[src/rtl/pipe_mon_pkg.sv]
// pipe_mon_pkg: shared monitor state encoding and event channel indices
package pipe_mon_pkg;
  typedef enum logic [1:0] {MON_IDLE, MON_RUN, MON_HALTED} mon_state_e;
  localparam int EV_STALL   = 0;
  localparam int EV_FLUSH   = 1;
  localparam int EV_RETIRE  = 2;
  localparam int EV_LOADUSE = 3;
endpackage

[src/rtl/pipe_event_monitor_if.sv]
// pipe_event_monitor_if: control, event strobes and readout of the pipeline monitor
//   master: drives start/event/clear/snap/sel, observes cnt/cycle/snap_valid/halt/running
//   slave : the monitor itself
interface pipe_event_monitor_if #(
  parameter int NUM_EVENTS = 4,
  parameter int CNT_W      = 32,
  parameter int SEL_W      = NUM_EVENTS > 1 ? $clog2(NUM_EVENTS) : 1
);
  logic                  start_i;
  logic [NUM_EVENTS-1:0] event_i;
  logic                  clear_i;
  logic                  snap_i;
  logic [SEL_W-1:0]      sel_i;
  logic [CNT_W-1:0]      cnt_o;
  logic [CNT_W-1:0]      cycle_o;
  logic                  snap_valid_o;
  logic                  halt_o;
  logic                  running_o;
  modport master (
    output start_i, event_i, clear_i, snap_i, sel_i,
    input  cnt_o, cycle_o, snap_valid_o, halt_o, running_o
  );
  modport slave (
    input  start_i, event_i, clear_i, snap_i, sel_i,
    output cnt_o, cycle_o, snap_valid_o, halt_o, running_o
  );
endinterface

[src/rtl/pipe_event_monitor_sat_counter.sv]
// sat_counter: saturating up-counter with synchronous clear
//   clk_i clock, rst_i sync active-low reset, clr_i clear, inc_i increment, q_o count
module sat_counter #(
  parameter int W = 32
) (
  input  logic         clk_i,
  input  logic         rst_i,
  input  logic         clr_i,
  input  logic         inc_i,
  output logic [W-1:0] q_o
);
  logic [W-1:0] q_q, q_d;
  always_comb q_d = clr_i ? '0 : inc_i && !(&q_q) ? q_q + W'(1) : q_q;
  always_ff @(posedge clk_i)
    if (!rst_i) q_q <= '0;
    else q_q <= q_d;
  assign q_o = q_q;
endmodule

[src/rtl/pipe_event_monitor.sv]
// pipe_event_monitor: run-cycle and per-event counters with snapshot readout and cycle-limit halt
//   clk_i clock, rst_i sync active-low reset
//   mon: start_i/event_i/clear_i/snap_i/sel_i in; cnt_o (shadow of sel_i), cycle_o,
//        snap_valid_o, halt_o, running_o out
module pipe_event_monitor import pipe_mon_pkg::*; #(
  parameter int          NUM_EVENTS  = 4,
  parameter int          CNT_W       = 32,
  parameter int unsigned CYCLE_LIMIT = 30,
  parameter int          SEL_W       = NUM_EVENTS > 1 ? $clog2(NUM_EVENTS) : 1
) (
  input logic                 clk_i,
  input logic                 rst_i,
  pipe_event_monitor_if.slave mon
);
  mon_state_e                          state_q, state_d;
  logic                                halt_q, running_q, snap_valid_q, count_en, limit_hit;
  logic [NUM_EVENTS:0]                 inc;
  logic [NUM_EVENTS:0][CNT_W-1:0]      q, nxt;
  logic [NUM_EVENTS-1:0][CNT_W-1:0]    shadow_q;
  // the start edge itself counts, so IDLE with start_i high is a counting cycle
  assign count_en = state_q == MON_RUN || (state_q == MON_IDLE && mon.start_i);
  // top slot is the cycle counter, lower slots are the event channels
  assign inc = {count_en, {NUM_EVENTS{count_en}} & mon.event_i};
  for (genvar g = 0; g <= NUM_EVENTS; g++) begin : g_cnt
    sat_counter #(.W(CNT_W)) u_cnt (
      .clk_i,
      .rst_i,
      .clr_i (mon.clear_i),
      .inc_i (inc[g]),
      .q_o   (q[g])
    );
    // post-edge value, so a snapshot includes this cycle's events
    assign nxt[g] = inc[g] && !(&q[g]) ? q[g] + CNT_W'(1) : q[g];
  end
  // compared at full width so a narrow counter cannot alias a larger limit
  assign limit_hit = CYCLE_LIMIT != 0 && count_en && 64'(nxt[NUM_EVENTS]) == 64'(CYCLE_LIMIT);
  always_comb
    state_d = limit_hit                              ? MON_HALTED :
              state_q == MON_IDLE && mon.start_i     ? MON_RUN    :
              state_q == MON_RUN  && !mon.start_i    ? MON_IDLE   : state_q;
  always_ff @(posedge clk_i)
    if (!rst_i || mon.clear_i) begin
      state_q      <= MON_IDLE;
      halt_q       <= 1'b0;
      running_q    <= 1'b0;
      snap_valid_q <= 1'b0;
      shadow_q     <= '0;
    end else begin
      state_q      <= state_d;
      halt_q       <= state_d == MON_HALTED;
      running_q    <= state_d == MON_RUN;
      snap_valid_q <= snap_valid_q || mon.snap_i;
      shadow_q     <= mon.snap_i ? nxt[NUM_EVENTS-1:0] : shadow_q;
    end
  assign mon.cnt_o        = 32'(mon.sel_i) < NUM_EVENTS ? shadow_q[mon.sel_i] : '0;
  assign mon.cycle_o      = q[NUM_EVENTS];
  assign mon.snap_valid_o = snap_valid_q;
  assign mon.halt_o       = halt_q;
  assign mon.running_o    = running_q;
endmodule

[src/flat_wrapper.sv]
// flat-port wrapper written by rule: the top's interface ports become plain ports
module pipe_event_monitor_flat import pipe_mon_pkg::*;
#(
  parameter int          NUM_EVENTS  = 4,
  parameter int          CNT_W       = 32,
  parameter int unsigned CYCLE_LIMIT = 30,
  parameter int          SEL_W       = NUM_EVENTS > 1 ? $clog2(NUM_EVENTS) : 1
)
  (clk_i, rst_i, mon_start_i, mon_event_i, mon_clear_i, mon_snap_i, mon_sel_i, mon_cnt_o, mon_cycle_o, mon_snap_valid_o, mon_halt_o, mon_running_o);
  pipe_event_monitor_if #(.NUM_EVENTS(NUM_EVENTS), .CNT_W(CNT_W), .SEL_W(SEL_W)) mon_i ();
  input logic clk_i;
  input logic rst_i;
  input wire logic [$bits(mon_i.start_i)-1:0] mon_start_i;
  input wire logic [$bits(mon_i.event_i)-1:0] mon_event_i;
  input wire logic [$bits(mon_i.clear_i)-1:0] mon_clear_i;
  input wire logic [$bits(mon_i.snap_i)-1:0] mon_snap_i;
  input wire logic [$bits(mon_i.sel_i)-1:0] mon_sel_i;
  output wire logic [$bits(mon_i.cnt_o)-1:0] mon_cnt_o;
  output wire logic [$bits(mon_i.cycle_o)-1:0] mon_cycle_o;
  output wire logic [$bits(mon_i.snap_valid_o)-1:0] mon_snap_valid_o;
  output wire logic [$bits(mon_i.halt_o)-1:0] mon_halt_o;
  output wire logic [$bits(mon_i.running_o)-1:0] mon_running_o;
  assign mon_i.start_i = mon_start_i;
  assign mon_i.event_i = mon_event_i;
  assign mon_i.clear_i = mon_clear_i;
  assign mon_i.snap_i = mon_snap_i;
  assign mon_i.sel_i = mon_sel_i;
  assign mon_cnt_o = mon_i.cnt_o;
  assign mon_cycle_o = mon_i.cycle_o;
  assign mon_snap_valid_o = mon_i.snap_valid_o;
  assign mon_halt_o = mon_i.halt_o;
  assign mon_running_o = mon_i.running_o;
  pipe_event_monitor #(.NUM_EVENTS(NUM_EVENTS), .CNT_W(CNT_W), .CYCLE_LIMIT(CYCLE_LIMIT), .SEL_W(SEL_W)) u_core (.clk_i(clk_i), .rst_i(rst_i), .mon(mon_i));
endmodule
[config.mk]
export PLATFORM = sky130hd
export DESIGN_NAME = pipe_event_monitor_flat
export DESIGN_NICKNAME = d
export VERILOG_FILES = /design/src/rtl/pipe_mon_pkg.sv /design/src/rtl/pipe_event_monitor_if.sv /design/src/rtl/pipe_event_monitor_sat_counter.sv /design/src/rtl/pipe_event_monitor.sv /design/src/flat_wrapper.sv
export SDC_FILE = /design/constraint.sdc
export NUM_CORES = 1
export LEC_CHECK = 0
export BUFFER_PORTS_ARGS = -buffer_cell sky130_fd_sc_hd__buf_4
export CORE_MARGIN = 2
export CORE_UTILIZATION = 45
export CTS_CLUSTER_DIAMETER = 200
export CTS_CLUSTER_SIZE = 25
export DETAILED_ROUTE_END_ITERATION = 12
export PLACE_DENSITY = 0.64
export SETUP_SLACK_MARGIN = 0.05
export SLEW_MARGIN = 20
export SYNTH_ARGS = -nofsm -noshare
export SYNTH_HDL_FRONTEND = slang
export SYNTH_SLANG_ARGS = --single-unit
[constraint.sdc]
create_clock -name clk_i -period 2.76 [get_ports clk_i]
set_input_delay 0.552 -clock clk_i [delete_from_list [all_inputs] [get_ports clk_i]]
set_output_delay 0.552 -clock clk_i [all_outputs]
set_load 0.02 [all_outputs]
=== Word-level counts from Yosys, hierarchy flattened ===
Index checks and enable logic that the tools add are counted.

* Register bits: 293
* Input port bits: 11
* Output and inout bits: 67
* Word-level logic and storage cells: 60

* $add $sub $neg: 5
* Order comparisons: 1
* Equal/unequal tests: 4
* Mux-type cells: 10
* Bitwise gates (word level): 2
* Reduce and logical (&&, ||, !) cells: 25

{| class="wikitable"
|+ Operators by type and width
! operator !! number
|-
| 32-bit two-way mux || 6
|-
| 32-bit by 1-bit adder with 32-bit output, second input constant || 5
|-
| 32-bit AND reduction || 5
|-
| 32-bit binary-select mux with 2-bit select || 1
|-
| 32-bit by 5-bit equality test with 1-bit output, second input constant || 1
|-
| 1-bit logical AND || 8
|-
| 1-bit logical NOT || 7
|-
| 2-bit two-way mux || 3
|-
| 4-bit AND || 1
|-
| 2-bit by 1-bit equality test with 1-bit output, second input constant || 2
|-
| 1-bit logical OR || 3
|-
| 2-bit by 3-bit < comparator with 1-bit output, second input constant || 1
|-
| 2-bit equality test, second input constant || 1
|-
| 2-bit logical NOT || 1
|-
| 2-bit OR reduction || 1
|-
| 1-bit NOT || 1
|}

=== Longest topological paths before layout ===
Gate-level depths: netlist (run 1).

* Word-level depth: 9
* Depth in mapped cells: 11

=== Hierarchy ===
From an unflattened synthesis (run 1), not the netlist that was laid out.

* Cells, all modules: 2035
* Area total of the unflattened synthesis: 16505.8 um^2

{| class="wikitable"
|+ By module, submodules not included
! module !! times used !! cells an instance !! area an instance (um^2) !! seq. area each (um^2)
|-
| pipe_event_monitor || 1 || 1020 || 8335.5 || 2662.6
|-
| sat_counter || 5 || 203 || 1634.1 || 640.6
|}

=== Worst setup path before layout (run 1) ===
No wires, ideal clock.

* Kind: register to register
* From: reg u_core.g_cnt[4].u_cnt.q_q[18]
* To: reg u_core.halt_q (netlist: u_core.mon.halt_o)
* Library setup time: 58 ps
* Arrival: 2872 ps
* Slack: -170 ps
* Stages on the path, launching flop included: 10
* Path buffers: 1
* Period minus slack after synthesis: 2930 ps
* Path through: dfxtp_1 -> nand3_1 -> or3_1 -> buf_2 -> o31ai_1 -> nor2_1 -> xnor2_1 -> or4_4 -> nor4b_4 -> o21a_1

* Word-level cells in the longest chain between the ends: 8
* Elaborated cells on any way between the ends: 9
* Classes of those cells: add/sub (1); eq/ne (2); mux (2); reduce/logical (4)

{| class="wikitable"
|+ RTL lines
! element !! line !! source
|-
| start: declaration || pipe_event_monitor_sat_counter.sv:12 || <nowiki>logic [W-1:0] q_q, q_d;</nowiki>
|-
| start signal: assignment || pipe_event_monitor_sat_counter.sv:16 || <nowiki>else q_q <= q_d;</nowiki>
|-
| branches (longest 3 deep; another with 32-bit by 1-bit adder with 32-bit output) || n/a ||
|-
| 32-bit two-way mux (*) || pipe_event_monitor.sv:33 || <nowiki>assign nxt[g] = inc[g] && !(&q[g]) ? q[g] + CNT_W'(1) : q[g];</nowiki>
|-
| 32-bit by 5-bit equality test with 1-bit output (*) || pipe_event_monitor.sv:36 || <nowiki>assign limit_hit = CYCLE_LIMIT != 0 && count_en && 64'(nxt[NUM_EVENTS]) == 64'(CYCLE_LIMIT);</nowiki>
|-
| 1-bit logical AND (*) || pipe_event_monitor.sv:36 ||
|-
| 2-bit two-way mux (*) || pipe_event_monitor.sv:38 || <nowiki>state_d = limit_hit ? MON_HALTED :</nowiki>
|-
| 2-bit equality test (*) || pipe_event_monitor.sv:50 || <nowiki>halt_q <= state_d == MON_HALTED;</nowiki>
|-
| end signal: assignment || pipe_event_monitor.sv:44 || <nowiki>halt_q <= 1'b0;</nowiki>
|-
| end signal: assignment || pipe_event_monitor.sv:50 ||
|-
| end: declaration || pipe_event_monitor.sv:16 || <nowiki>logic halt_q, running_q, snap_valid_q, count_en, limit_hit;</nowiki>
|}

Every way passes the cells marked *.
A chain may end at the register's enable or synchronous reset.

=== Worst setup path in the final report (run 1) ===
* From: reg u_core.g_cnt[4].u_cnt.q_q[1]
* To: reg u_core.state_q[0]

* Word-level cells in the longest chain between the ends: 7
* Elaborated cells on any way between the ends: 8
* Classes of those cells: add/sub (1); eq/ne (1); mux (2); reduce/logical (4)

{| class="wikitable"
|+ RTL lines
! element !! line !! source
|-
| branches (longest 3 deep; another with 32-bit by 1-bit adder with 32-bit output) || n/a ||
|-
| 32-bit two-way mux (*) || pipe_event_monitor.sv:33 ||
|-
| 32-bit by 5-bit equality test with 1-bit output (*) || pipe_event_monitor.sv:36 ||
|-
| 1-bit logical AND (*) || pipe_event_monitor.sv:36 ||
|-
| 2-bit two-way mux (*) || pipe_event_monitor.sv:38 ||
|-
| end signal: assignment || pipe_event_monitor.sv:49 || <nowiki>state_q <= state_d;</nowiki>
|-
| end: declaration || pipe_event_monitor.sv:15 || <nowiki>mon_state_e state_q, state_d;</nowiki>
|}

Marked as above.

==> impl_metrics.tcl, run 1 <==
set metrics [dict create \
    outcome "complete, no violations" \
    period_needed_ns 2.694 \
    postPlaceCellArea_mm2 0.01435 \
    peakVddDrop_v 0.0004901 \
    finClkSkew_ns 0.01838 \
    place_congestion 0.8738 \
    synthFlopType "dfxtp_1" \
    internal-power_w 0.005443 \
    initial_core_util_pct 45.80 \
    synth_top_area_share_pct 45.97 \
    vias_per_cell 5.513 \
    dr_total_vias 10652 \
    synth-seq-area-share_pct 45.97 \
    finalNonFillerCells 1932 \
    syn_area_per_cell_um2 8.917 \
    syn_inst 1431 \
    relSlewSlack_pct 55.73 \
    numCtsBuffers 15 \
    ant_nets 0 \
    p_clk_share_pct 32.9 \
    worst-setup-path-type "flop to flop" \
    grt_pass1_vias 9782 \
    clk_pin_slew_ns 0.10 \
    max_freq_ghz 0.3712 \
    worst_pin_slew_ns 0.6579 \
    clock_latency_ns 0.50 \
    final_area_mm2 0.01500 \
    final-seq-area_mm2 0.005879 \
    yosys.area.top_type "dfxtp_1" \
    area_growth_syn_to_layout_pct 17.59 \
    cts_tree "built" \
    grt_pass1_wl_mm 53.23 \
    multi_input_area_mm2 0.006674 \
    hold_path.class "input pin to flop" \
    netlist_area_mm2 0.01276 \
    power_density_mw_per_mm2 473.2 \
    cp_common_cell "nand4_1" \
    drtPass1Iterations 5 \
    critPathArrivalTime_ns 3.06 \
    grt_max_degree 129 \
    antenna_found_initial 0 \
    grt_usage_pct 22.78 \
    drcViolationCount 0 \
    power.switching_w 0.001657 \
    period_share_pct 97.60 \
    drv_cap 0 \
    cp_data_required_time_ns 3.13 \
    wl_per_cell_um 17.74 \
    cts_hold_buffers 0 \
    crit_path_start_kind "flop" \
    p_sw_share_pct 23.34 \
    max_stage_delay_ns 0.53 \
    cp_slowest_cell "or4_4" \
    end_kind "flop" \
    dpl.cell_count 1901 \
    die_w_um 172.4 \
    slew_viol_final 0 \
    p_comb_share_pct 6.2 \
    cts_buffer_depth 3 \
    num_antenna_cells 0 \
    cts.sinks 293 \
    finalNetCount 1571 \
    seq_power_share_pct 60.9 \
    wl_mm 34.28 \
    p_leak_nw 5.237 \
    synth_cell_types 64 \
    grt_setup_unrepaired "yes" \
    syn_nets 1447 \
    numPortBuffers 77 \
    hold_viol 0 \
    synth_edf_count 0 \
    fillCellCount 2546 \
    synthArstFlopShare_pct 0 \
    num_rows 61 \
    die_area_mm2 0.02972 \
    root_buffer "clkbuf_16" \
    ys_ff_latch 293 \
    finalSetupTns_ns 0 \
    die_h_um 172.4 \
    place_hpwl_mm 24.14 \
    cp_top_family "simple AND/OR/NAND/NOR gates" \
    drive_above_1_share_pct 18.66 \
    ios 78 \
    path_cells "buf_6, nand4_1, buf_4, nor2_2, nand4_1, a2111oi_4, a21oi_2, or4_4, nor4b_4, a211oi_1" \
    cp.buffers_inverters 2 \
    finalSetupViolations 0 \
    fp.coreArea_mm2 0.02786 \
    yosys-top-cells-area "dfxtp_1 46%, nor2_1 6.9%, mux4_2 5.6%" \
    drt_iter0_markers 852 \
    grt_overflow 0 \
    htree_levels 1 \
    hold-worst-slack_ns 0.3690 \
    cp_max_fo 4 \
    yosysWarnings 0 \
]
-- through the flow --
step	utilization (%)	setup WS (ns)	power (W)
2_1_floorplan	-	0.05252	0.004692
3_3_place_gp	51.51	0.03521	0.004848
3_5_place_dp	51.51	-0.01032	0.004854
4_1_cts	52.92	0.07221	0.007173
5_1_grt	53.86	-0.04655	0.007346
6_report	53.86	0.06626	0.007100
-- flip-flops by register name, indices dropped and copies added (netlist names) --
register,cells
u_core.g_cnt.u_cnt.q_o,160
u_core.shadow_q,128
u_core.state_q,2
u_core.mon.halt_o,1
u_core.mon.running_o,1
u_core.mon.snap_valid_o,1
-- power groups by stage --
| stage | clock (W) | sequential, W | combinational (W) |
|---|---|---|---|
| after global placement | 0 | 0.00442 | 0.000430 |
| final | 0.00234 | 0.00432 | 0.000442 |
| after detailed placement | 0 | 0.00442 | 0.000435 |
| after CTS | 0.00241 | 0.00432 | 0.000437 |
| after global routing | 0.00253 | 0.00433 | 0.000481 |
| after floorplan | 0 | 0.00441 | 0.000284 |
-- worst register-to-register path: stages, from the launching register on --
cell and delay, ns:
dfxtp_2 0.37, buf_6 0.11, nand4_1 0.14, buf_4 0.18
nor2_2 0.10, nand4_1 0.22, a2111oi_4 0.36, a21oi_2 0.07
or4_4 0.53, nor4b_4 0.39, a211oi_1 0.10
-- routing by layer --
layer	vias to the layer above	global-route usage (%)	part of all wire (%)
met5	-	0	0
met4	0	4.348	1.8
met3	41	2.518	5.0
met2	234	36.23	45
met1	5133	33.57	48
li1	5244	-	-
-- cells in the mapped netlist, types with 2 or more instances --
cell type and n:
xnor2_1 82, nor2_1 236, a41oi_1 2, and3_1 27, a21boi_0 2, o31a_1 2, nor3_1 29, or3_1 7
a211oi_1 9, nand2_1 71, nand4_1 48, mux4_2 32, and2_1 12, a31oi_1 2, and4_1 18, nor3_4 2
xor2_1 68, inv_1 15, clkbuf_1 69, nor4_1 8, dfxtp_1 293, ha_1 5, nand2b_1 5, buf_6 2
nor2b_1 3, or2_2 4, nor4b_1 2, a21oi_1 131, nand3_1 57, o211ai_1 3, o21a_1 3, nor3b_1 4
o31ai_1 4, mux2i_1 6, o21ai_0 126, buf_1 4, nand3_2 2, buf_2 7, or4_1 4
-- worst paths after layout --
kind / start / to / slack [ns] / depth (start not counted)
max: u_core.g_cnt[4].u_cnt.q_o[1]$_SDFF_PP0_ / u_core.state_q[0]$_SDFF_PP0_ / 0.07 / 10
min: mon_start_i / u_core.mon.running_o$_SDFF_PP0_ / 0.37 / 3
max reg2reg: u_core.g_cnt[4].u_cnt.q_o[1]$_SDFF_PP0_ / u_core.state_q[0]$_SDFF_PP0_ / 0.07 / 10
min reg2reg: u_core.mon.snap_valid_o$_SDFF_PP0_ / u_core.mon.snap_valid_o$_SDFF_PP0_ / 0.48 / 2
-- cell usage in the layout, fill, tap and decap left out, types with 26 or more instances in the layout --
master,n
nand4_1,48
buf_4,176
xor2_1,67
o21ai_0,126
mux4_2,32
xnor2_1,81
a21oi_1,130
nor3_1,27
nor2_1,233
nand2_1,71
and3_1,26
nand3_1,57
dfxtp_1,284
-- layout make-up --
| class | count | area share [%] |
|---|---|---|
| tap | 378 | 3.152 |
| clock inverter | 1 | 0.05837 |
| inverter | 15 | 0.3752 |
| timing repair buffer | 189 | 10.25 |
| multi-input combinational | 1041 | 44.48 |
| sequential | 293 | 39.18 |
| clock buffer | 15 | 2.502 |
-- logic make-up (layout without fill, tap and decap cells) --
logic type	count (synthesis)	after routing	synth area share [%]
flip-flops	293	293	45.97
multiplexers	38	38	6.119
buffers and inverters	97	220	3.040
XOR/XNOR	150	150	10.30
AND/OR/NAND/NOR	552	552	21.41
AO/OA/AOI/OAI	296	296	12.68
adder cells (fa/ha/maj)	5	5	0.4903
-- repair_timing --
item,in CTS,in global routing
pin swaps,0,18
setup buffers,0,16
gates resized for setup,2,38
setup endpoints to repair,4,27
(Power assumes the default switching activity.)
==> run 2: changes to the inputs <==
--- a/config.mk
+++ b/config.mk
@@ -7,11 +7,11 @@
 export LEC_CHECK = 0
 export BUFFER_PORTS_ARGS = -buffer_cell sky130_fd_sc_hd__buf_4
 export CORE_MARGIN = 2
-export CORE_UTILIZATION = 45
+export CORE_UTILIZATION = 26
 export CTS_CLUSTER_DIAMETER = 200
 export CTS_CLUSTER_SIZE = 25
 export DETAILED_ROUTE_END_ITERATION = 12
-export PLACE_DENSITY = 0.64
+export PLACE_DENSITY = 0.41
 export SETUP_SLACK_MARGIN = 0.05
 export SLEW_MARGIN = 20
 export SYNTH_ARGS = -nofsm -noshare
==> constraint.sdc (replaced) <==
create_clock -name clk_i -period 2.9 [get_ports clk_i]
set_input_delay 0.58 -clock clk_i [delete_from_list [all_inputs] [get_ports clk_i]]
set_output_delay 0.58 -clock clk_i [all_outputs]
set_load 0.02 [all_outputs]
==> run 2 against run 1 <==
Effect of this change:
- fmax is 1.8% lower
- power decreased by 3.8%
- cell count rose by 12%
- worst hold slack about the same
- critical path depth is the same
- wire length rose by 13%
- sequential power shrank 4.9%
- clock-buffer cell count is the same
- die area rose by 71%
- non-clock buffer count shrank 8
- core utilization is 23 points lower
- largest cell class unchanged
==> impl_metrics.tcl, run 2 (synthesis results as in run 1) <==
set metrics [dict create \
    finClkSkew_ns 0.01907 \
    max_stage_delay_ns 0.51 \
    p_leak_nw 5.161 \
    power_density_mw_per_mm2 451.1 \
    largest_register_ff_count 160 \
    wl_per_cell_um 17.80 \
    cts.sinks 293 \
    cp_max_fo 6 \
    grt_pass1_vias 10251 \
    cts_hold_buffers 0 \
    area_growth_syn_to_layout_pct 18.60 \
    slew_viol_final 0 \
    dpl.cell_count 2151 \
    cts_buffer_depth 3 \
    path_cells "ha_1, and3_1, and4_2, a31oi_4, buf_6, nand3_2, xnor2_1, or4_4, nor4b_4, o21a_1" \
    reg2reg_depth 10 \
    r2r_end "u_core.mon.halt_o$_SDFF_PP0_" \
    hold_path.class "input pin to flop" \
    cp-startpoint "u_core.g_cnt[4].u_cnt.q_o[0]$_SDFF_PP0_" \
    finalNetCount 1563 \
    place_congestion 0.8391 \
    drv_cap 0 \
    clk_pin_slew_ns 0.11 \
    peakVddDrop_v 0.0002804 \
    final_cell_mix "291 x dfxtp_1, 236 x nor2_1, 170 x buf_4" \
    rrSetupSlack_ns 0.16 \
    grt_pass1_wl_mm 60.40 \
    max_freq_ghz 0.3645 \
    hold_path.startpoint "mon_start_i" \
    fp.coreArea_mm2 0.04865 \
    ant_nets 0 \
    postPlaceCellArea_mm2 0.01469 \
    cp_data_required_time_ns 3.36 \
    grt_overflow 0 \
    cts_tree "built" \
    antenna_found_initial 1 \
    dr_total_vias 10368 \
    cp.buffers_inverters 1 \
    outcome "complete, no violations" \
    ios 78 \
    period_share_pct 94.60 \
    die_w_um 225.5 \
    worst-setup-path-type "flop to flop" \
    root_buffer "clkbuf_16" \
    cp_slowest_cell "or4_4" \
    grt_max_degree 79 \
    hold_depth 3 \
    die_h_um 225.5 \
    crit_path_start_kind "flop" \
    relSlewSlack_pct 60.62 \
    worst_pin_slew_ns 0.5865 \
    period_needed_ns 2.743 \
    min_to "u_core.mon.running_o$_SDFF_PP0_" \
    end_kind "flop" \
    drive_above_1_share_pct 16.82 \
    die_area_mm2 0.05086 \
    grt_setup_unrepaired "yes" \
    drcViolationCount 0 \
    final_core_util_pct 31.11 \
    finalNonFillerCells 2169 \
    grt_usage_pct 15.25 \
    num_rows 81 \
    numCtsBuffers 15 \
    hold_viol 0 \
    finalSetupTns_ns 0 \
    clock_latency_ns 0.51 \
    drtPass1Iterations 5 \
    final_area_mm2 0.01513 \
    htree_levels 1 \
    place_hpwl_mm 27.96 \
    r2r_start "u_core.g_cnt[4].u_cnt.q_o[0]$_SDFF_PP0_" \
    cp_num_cells 10 \
    drt_iter0_markers 564 \
    wl_mm 38.61 \
    numPortBuffers 77 \
    final_common_cell "dfxtp_1" \
    vias_per_cell 4.780 \
    cp_top_family "simple AND/OR/NAND/NOR gates" \
    finalSetupViolations 0 \
    initial_core_util_pct 26.23 \
    critPathArrivalTime_ns 3.20 \
]
[run 2: cell types whose count changed in the layout (fill, tap and decap cells not counted), sizes merged]
cell	delta
buf	-8
diode	+1
[run 2: layout make-up]
cell class / count / area (um2)
tap: 622 / 778.2
antenna: 1 / 2.502
timing repair buffer: 181 / 1479
inverter: 15 / 56.30
fill: 5134 / 33510
sequential: 293 / 5868
clock buffer: 15 / 375.4
multi-input combinational: 1041 / 6565
clock inverter: 1 / 8.758
[run 2: how the worst max path moves through the flow]
stage | to | slack (ns)
after floorplan | u_core.mon.halt_o$_SDFF_PP0_ | 0.08
after global placement | u_core.mon.halt_o$_SDFF_PP0_ | 0.06
after detailed placement | u_core.mon.halt_o$_SDFF_PP0_ | 0.08
after CTS | u_core.shadow_q[35]$_SDFFE_PP0P_ | 0.07
after global routing | u_core.mon.halt_o$_SDFF_PP0_ | 0.02
final | u_core.mon.halt_o$_SDFF_PP0_ | 0.16
[run 2: where the power goes]
part	internal, W	switching (W)	total (W)	leakage [nW]
clock network	0.000945	0.00134	0.00228	0.189
logic	0.000162	0.000272	0.000434	2.60
registers	0.00408	0.0000321	0.00411	2.37
[run 2: layer usage]
layer / part of all wire (%) / track usage [%]
met4: 1.5 / 3.055
met2: 46 / 25.15
met3: 2.9 / 1.877
met5: 0.031 / 0
met1: 49 / 21.39
[run 2: worst reg2reg max path, stage by stage, from the launching register on]
cell	delay (ns)
dfxtp_1	0.33
ha_1	0.20
and3_1	0.23
and4_2	0.28
a31oi_4	0.21
buf_6	0.15
nand3_2	0.08
xnor2_1	0.16
or4_4	0.51
nor4b_4	0.37
o21a_1	0.18
[run 2: timing repair]
action	in CTS	in global routing
buffers inserted	0	1
endpoints found under the setup margin	0	12
gates resized for setup	0	11
[run 2: per-stage QoR]
| step | hold WS [ns] | total power [W] | setup WS, ns |
|---|---|---|---|
| detailed placement | 0.4805 | 0.004645 | 0.08446 |
| global route | 0.3620 | 0.007132 | 0.01529 |
| floorplan | 0.4603 | 0.004465 | 0.08166 |
| finish | 0.3693 | 0.006827 | 0.1565 |
| CTS | 0.3427 | 0.006954 | 0.06701 |
| global placement | 0.4736 | 0.004643 | 0.06014 |
